--- config.mk ---
export PLATFORM = sky130hd
export DESIGN_NAME = perf_cnt
export DESIGN_NICKNAME = d
export VERILOG_FILES = /design/src/rtl/perf_cnt.sv
export SDC_FILE = /design/constraint.sdc
export NUM_CORES = 1
export LEC_CHECK = 0
export ABC_AREA = 1
export ABC_CLOCK_PERIOD_IN_PS = 20300
export BUFFER_PORTS_ARGS = -buffer_cell sky130_fd_sc_hd__buf_2
export CORE_AREA = 2 2 179 251
export CTS_BUF_LIST = sky130_fd_sc_hd__clkbuf_8
export DETAILED_ROUTE_END_ITERATION = 8
export DIE_AREA = 0 0 181 253
export GPL_TIMING_DRIVEN = 1
export PLACE_DENSITY_LB_ADDON = 0.15
export SLEW_MARGIN = 20
export SYNTH_ARGS = -nofsm -noshare
export SYNTH_HDL_FRONTEND = slang
export SYNTH_SLANG_ARGS = --single-unit
--- constraint.sdc ---
create_clock -name clock -period 20.3 [get_ports clock]
set_input_delay 2.03 -clock clock [delete_from_list [all_inputs] [get_ports clock]]
set_output_delay 2.03 -clock clock [all_outputs]
set_load 0.01 [all_outputs]
--- src/rtl/perf_cnt.sv ---
// perf_cnt: parametrised performance counter.
//   Counts clock cycles and retired instructions per execute channel. A rising
//   edge on any read bit snapshots all counters and streams them out over a
//   valid/ready port: beat 0 = cycles, beat 1 = total, beat 2+i = channel i.
//   Build option PERF_CNT_SAT_EN: counters and total saturate at 2^CW-1
//   instead of wrapping.
// Ports:
//   clock, reset      clock, asynchronous active-high reset
//   ex[NCH]           per-channel retire strobe (rising edge = 1 instruction)
//   read[NCH]         report request (rising edge on any bit)
//   clear             synchronous clear of live counters
//   rd_valid/rd_ready beat handshake
//   rd_idx, rd_data   beat index and payload
//   rd_last           final beat marker
//   busy              report in progress (SNAP or SEND)

// Per-channel retire counter with its own edge detector.
module perf_cnt_lane #(
    parameter int CW = 32
) (
    input  logic          clock,
    input  logic          reset,
    input  logic          ex,
    input  logic          clear,
    output logic [CW-1:0] cnt
);
    logic ex_q;

    always_ff @(posedge clock or posedge reset) begin
        if (reset) begin
            ex_q <= 1'b0;
            cnt  <= '0;
        end else begin
            ex_q <= ex;
            if (clear)
                cnt <= '0;
            else if (ex & ~ex_q) begin
`ifdef PERF_CNT_SAT_EN
                if (cnt != '1)
                    cnt <= cnt + 1'b1;
`else
                cnt <= cnt + 1'b1;
`endif
            end
        end
    end
endmodule

module perf_cnt #(
    parameter int NCH = 4,
    parameter int CW  = 32
) (
    input  logic           clock,
    input  logic           reset,
    input  logic [NCH-1:0] ex,
    input  logic [NCH-1:0] read,
    input  logic           clear,
    output logic           rd_valid,
    input  logic           rd_ready,
    output logic [4:0]     rd_idx,
    output logic [CW-1:0]  rd_data,
    output logic           rd_last,
    output logic           busy
);
    typedef enum logic [1:0] {IDLE, SNAP, SEND} state_t;

    localparam logic [4:0] LAST = 5'(NCH + 1);
    // The total needs headroom above CW only to detect saturation.
`ifdef PERF_CNT_SAT_EN
    localparam int SW = CW + 5;
`else
    localparam int SW = CW;
`endif
    localparam logic [SW-1:0] MAXV = SW'({CW{1'b1}});

    state_t                  state, state_n;
    logic [NCH-1:0]          read_q;
    logic                    rd_req;
    logic                    pend;
    logic [CW-1:0]           cyc;
    logic [NCH-1:0][CW-1:0]  ins;
    logic [SW-1:0]           sum;
    logic [CW-1:0]           total;
    logic [CW-1:0]           snap_cyc;
    logic [CW-1:0]           snap_tot;
    logic [NCH-1:0][CW-1:0]  snap_ins;
    logic [CW-1:0]           sel;

    assign rd_req = |(read & ~read_q);

    genvar g;
    generate
        for (g = 0; g < NCH; g++) begin : g_lane
            perf_cnt_lane #(.CW(CW)) u_lane (
                .clock (clock),
                .reset (reset),
                .ex    (ex[g]),
                .clear (clear),
                .cnt   (ins[g])
            );
        end
    endgenerate

    always_comb begin
        sum = '0;
        for (int i = 0; i < NCH; i++)
            sum = sum + SW'(ins[i]);
`ifdef PERF_CNT_SAT_EN
        total = (sum >= MAXV) ? {CW{1'b1}} : sum[CW-1:0];
`else
        total = sum;
`endif
    end

    // Live cycle counter and request edge register.
    always_ff @(posedge clock or posedge reset) begin
        if (reset) begin
            cyc    <= '0;
            read_q <= '0;
        end else begin
            read_q <= read;
            if (clear)
                cyc <= '0;
`ifdef PERF_CNT_SAT_EN
            else if (cyc != '1)
                cyc <= cyc + 1'b1;
`else
            else
                cyc <= cyc + 1'b1;
`endif
        end
    end

    always_ff @(posedge clock or posedge reset) begin
        if (reset)
            state <= IDLE;
        else
            state <= state_n;
    end

    always_comb begin
        state_n  = state;
        rd_valid = 1'b0;
        rd_last  = 1'b0;
        busy     = 1'b0;
        case (state)
            IDLE: if (rd_req | pend) state_n = SNAP;
            SNAP: begin
                busy    = 1'b1;
                state_n = SEND;
            end
            SEND: begin
                busy     = 1'b1;
                rd_valid = 1'b1;
                rd_last  = (rd_idx == LAST);
                if (rd_ready && rd_last) state_n = IDLE;
            end
            default: state_n = IDLE;
        endcase
    end

    // Beat index, pending request and snapshots.
    always_ff @(posedge clock or posedge reset) begin
        if (reset) begin
            rd_idx   <= '0;
            pend     <= 1'b0;
            snap_cyc <= '0;
            snap_tot <= '0;
            snap_ins <= '0;
        end else begin
            // In IDLE any request launches SNAP directly, so pend is consumed.
            if (state == IDLE)
                pend <= 1'b0;
            else if (rd_req)
                pend <= 1'b1;
            if (state == SNAP) begin
                snap_cyc <= cyc;
                snap_tot <= total;
                snap_ins <= ins;
                rd_idx   <= '0;
            end else if (state == SEND && rd_ready) begin
                rd_idx <= (rd_idx == LAST) ? 5'd0 : rd_idx + 5'd1;
            end
        end
    end

    always_comb begin
        sel = snap_cyc;
        if (rd_idx == 5'd1)
            sel = snap_tot;
        for (int i = 0; i < NCH; i++)
            if (rd_idx == 5'(i + 2))
                sel = snap_ins[i];
    end

    assign rd_data = (state == SEND) ? sel : '0;
endmodule

Word level (Yosys, flattened, before mapping) --
Index checks and enable logic that the tools add are counted.
Cells by class: bitwise gates (word level) 11, equality and inequality tests 9, $add $sub $neg 9, reductions and logical operators 12, multiplexer cells 26
Operator list (count):
- $mux W32 | 15
- $add A32 B1 Y32 const B | 5
- $add A32 B32 Y32 | 3
- $mux W5 | 3
- $reduce_bool A2 Y1 | 6
- $eq A5 B2 Y1 const B | 2
- $eq A5 B3 Y1 const B | 2
- $pmux W2 S3 | 1
- $add A5 B1 Y5 const B | 1
- $eq A5 B1 Y1 const B | 1
- $mux W1 | 5
- $and A1 B1 Y1 | 4
- $and A4 B4 Y4 | 1
- $mux W2 | 2
- $ne A2 B2 Y1 const B | 2
- $not A1 Y1 | 4
- $not A4 Y4 | 1
- $reduce_or A4 Y1 | 1
- $eq A2 B1 Y1 const B | 1
- $eq A2 B2 Y1 const B | 1
- $logic_and A1 B1 Y1 | 2
- $logic_not A2 Y1 | 1
- $reduce_and A2 Y1 | 1
- $reduce_or A2 Y1 | 1
- $or A1 B1 Y1 | 1
Word-level totals: logic and storage cells 86, output and inout bits 40, register bits 368, bits of input ports 12

Longest topological paths before layout --
word-level depth 7, depth in mapped cells 17

By module --
A second synthesis with hierarchy kept.
Second synthesis, totals: cell total of the unflattened synthesis 3372, area total of the unflattened synthesis 24194.5 um2
Modules (own cells, without submodules):
- perf_cnt | area an instance 15971.6 um2, seq. area each 5905.7 um2, times used 1, cells an instance 2120
- perf_cnt_lane | area an instance 2055.7 um2, seq. area each 825.8 um2, times used 4, cells an instance 313

Worst setup path after synthesis --
OpenSTA, ideal clock, no wires.
kind reg-to-output, from reg rd_idx[1], to out rd_data[27], data arrival time 1.681 ns, data required time 18.270 ns, slack 16.589 ns, buffers on the path 2, cell stages (with the launch flop) 13, cell sequence dfrtp_1 -> inv_1 -> ha_1 -> inv_1 -> nor2_4 -> nand2_4 -> buf_6 -> buf_6 -> nand2_2 -> o211ai_2 -> o211ai_2 -> nand3_2 -> a21oi_2
On the way: cells in the longest elaborated chain, start to end 7, elaborated cells on any way between the ends 11, classes of those cells eq/ne: 5; mux: 6
RTL lines:
- start, declared | line 60 | output logic [4:0] rd_idx,
- start signal, assigned | line 182 | rd_idx <= (rd_idx == LAST) ? 5'd0 : rd_idx + 5'd1;
- $eq A5 B1 Y1 | line 189 | if (rd_idx == 5'd1)
- $mux W32 | line 189
- $mux W32 (3 in series) | line 192 | if (rd_idx == 5'(i + 2))
- $mux W32 (*) | line 192
- $mux W32 (*) | line 196 | assign rd_data = (state == SEND) ? sel : '0;
- end, declared | line 61 | output logic [CW-1:0] rd_data,
Mark *: on every way between the ends. The rest lies on a longest branch, timed or not.

Final worst setup path --
from reg rd_idx[2], to out rd_data[19]
The elaborated chain is that of the path after synthesis.

==> reports/results.ini <==
[status]
status=finished, final reports clean

[floorplanning]
ios=52
core_um2=43700
initial_core_util_pct=54.2
die_width_um=181
dieArea_um2=45800
die_h_um=253
rows=91

[route]
dr.pass1.iters=6
wl_um=86500
ant_nets=0
wire_per_inst_um=22.5
drt-initial-drc-count=2198
num_vias=22000
via_per_inst=5.72
drc_errors=0

[yosys]
yosysMostFrequentCell=nand2_1
synthArstFlopShare_pct=100
yosys.area.top_type_share_pct=38.9
synth.area.top_cells=dfrtp_1 39%, nand2_1 13%, inv_1 8.9%
seq_area_frac_synth_pct=38.9
netlist_top_cells_count=830 x nand2_1, 563 x inv_1, 368 x dfrtp_1
yosys.area.top_type=dfrtp_1
synth_warnings=0
synth-seq-cells=368
ys_types=48
synth_flop_cell=dfrtp_1
syn-instance-count=3221
synth_edf_count=0
synth_area_um2=23700
syn_nets=3338
synth_area_per_cell_um2=7.36

[global_routing]
grt_util_all_layers_pct=38.2
grt_pass1_vias=21600
grt-ovfl-total=0
grt_busiest_layer=met2
grt_pass1_wl_um=130000
use_met2_pct=63.0
grt_use_met1_pct=46.7
grt_max_degree=113
gr-usage-met3_pct=5.77
antenna_found_initial=2

[cts]
hold_buffers=0
cts-resized-gates=0
h-tree-depth=2
path_clk_slew_ns=0.06
cts_tree=yes
clk_latency_ns=0.70
cts_buffers=58
root_buffer=clkbuf_8
cts_setup_buffers=0
clock-sinks=368
clockBufferDepth=3

[power]
switching_share_pct=37.0
power_leakage_nw=11.9
p_sw_mw=0.723
clockPowerShare_pct=34.2
pwr-share-seq_pct=39.2
ir_drop_uv=67.0
cellPowerDensity_nw_per_um2=76.4
internal_power_mw=1.23
power_frac_comb_pct=26.6

[setup_path]
rrSetupSlack_ns=16.59
cp-start-kind=flip-flop
cp_common_cell=nand2_1
r2r_end=snap_tot[13]
reg2regPathDepth=10
slowest_delay_ns=0.89
end_kind=output pin
cp_slowest_cell=nand3_4
arrival_ns=3.73
critPathRequiredTime_ns=18.27
worst-path-max-fanout=63
worst-path-stages=8
crit_chain=nor2_2 > nand3_4 > inv_1 > nand2_1 > a21oi_1 > o21ai_1 > nand2_1 > buf_2
cp_num_buf_inv=2
crit_family=simple AND/OR/NAND/NOR gates
worst-setup-path-type=reg2out
r2r_start=g_lane[0].u_lane.cnt[1]

[placement]
port_buffers=51
gp_congestion=0.996
dp_hpwl_um=68200

[layout]
fill_cells=4197
syn2layout_area_growth_pct=7.79
nets=3364
drive_above_1_share_pct=9.93

[timing]
fmax_mhz=174
period_share_pct=28.4
holdWs_ns=0.497
period_needed_ns=5.76
tns_ns=0
setup_viol=0
skew_ns=0.0240
worst_pin_slew_ns=1.15
report.final.slew_viol_count=0
rsz0062_at_grt=no
hold_violations=0
relSlewSlack_pct=23.0

[hold_path]
min_from=snap_ins[22]
holdPathEnd=snap_ins[22]
hold_path_class=reg2reg
min_path_cells=2

[job]
cap_violations=0

-- kinds of logic after synthesis --
family	count (synthesis)	synth area share [%]
simple gates	1496	28.1
xor+xnor	32	1.18
buf+inv	680	11.2
compound gates	540	13.2
flops	368	38.9
fa+ha+maj	105	7.51
-- placed cells by master (no fill, tap or decap), drive strengths merged --
| cell type | instances |
|---|---|
| diode | 1 |
| and3 | 2 |
| o21ai | 348 |
| a31oi | 7 |
| buf | 66 |
| nor3 | 86 |
| a221oi | 1 |
| bufinv | 1 |
| a21o | 1 |
| nor3b | 3 |
| a211oi | 4 |
| o22ai | 2 |
| ha | 43 |
| clkinv | 9 |
| inv | 597 |
| xor2 | 15 |
| a21oi | 121 |
| o211ai | 52 |
| xnor2 | 17 |
| fa | 62 |
| nand4 | 60 |
| clkinvlp | 3 |
| nand3 | 209 |
| nand3b | 8 |
| nor2 | 257 |
| dfrtp | 368 |
| nand2 | 858 |
| nor4 | 12 |
| o21a | 1 |
| o221ai | 1 |
| nand2b | 1 |
| clkbuf | 75 |
| o21bai | 2 |
-- worst register-to-register path, stage by stage, from the launching register on --
cell	delay, ns
dfrtp_1	0.48
fa_1	0.66
fa_1	0.44
ha_1	0.28
fa_1	0.47
nand3_1	0.12
nand3_1	0.17
nand3_1	0.12
nand3_1	0.26
xnor2_1	0.41
o21ai_0	0.14
-- power by group through the flow --
stage               combinational (mW)  clock (mW)  sequential (mW)
floorplan                        0.402           0            0.774
global placement                 0.503           0            0.777
detailed placement               0.514           0            0.777
CTS                              0.514       0.674            0.764
global route                     0.567       0.702            0.766
finish                           0.519       0.667            0.765
-- metrics by stage --
stage,power (mW),worst slack [ns],utilization [%],instances,cell area [µm²]
final,1.95,14.54,58.4,3851,25500
after detailed placement,1.29,15.35,55.7,3745,24300
after global routing,2.04,14.47,58.4,3851,25500
after floorplan,1.18,8.05,-,3221,23700
after global placement,1.28,15.40,55.7,3745,24300
after CTS,1.95,14.60,58.4,3850,25500
-- per-layer routing --
| layer | routed length (µm) | up-vias | share of wire, % |
|---|---|---|---|
| met2 | 40700 | 932 | 47 |
| li1 | - | 10300 | - |
| met3 | 5890 | 280 | 6.8 |
| met5 | 19 | - | 0.022 |
| met1 | 33000 | 10500 | 38 |
| met4 | 6850 | 2 | 7.9 |
-- sequential cells by signal, summed over array words and instances (netlist names) --
signal,flops
cyc,32
g_lane.u_lane.cnt,128
g_lane.u_lane.ex_q,4
pend,1
rd_idx,5
read_q,4
snap_cyc,32
snap_ins,128
snap_tot,32
state,2
-- how the worst max path moves through the flow --
stage	startpoint	to	slack [ns]
detailed placement	rd_idx[2]	rd_data[19]	15.35
global placement	rd_idx[2]	rd_data[19]	15.40
floorplan	reset	cyc[0]	8.05
finish	rd_idx[2]	rd_data[19]	14.54
global route	rd_idx[2]	rd_data[23]	14.47
CTS	rd_idx[2]	rd_data[19]	14.60
-- layout make-up --
class | instances | area (µm²) | area share (%)
multi-input cells | 2173 | 11900 | 46.5
clock inverters | 30 | 179 | 0.700
clock buffers | 75 | 1030 | 4.04
well taps | 558 | 698 | 2.73
repair buffers | 66 | 368 | 1.44
inverters | 580 | 2190 | 8.57
diodes | 1 | 2.50 | 0.00980
flip-flops and latches | 368 | 9210 | 36.0
Power figures use the tool's default switching activity.
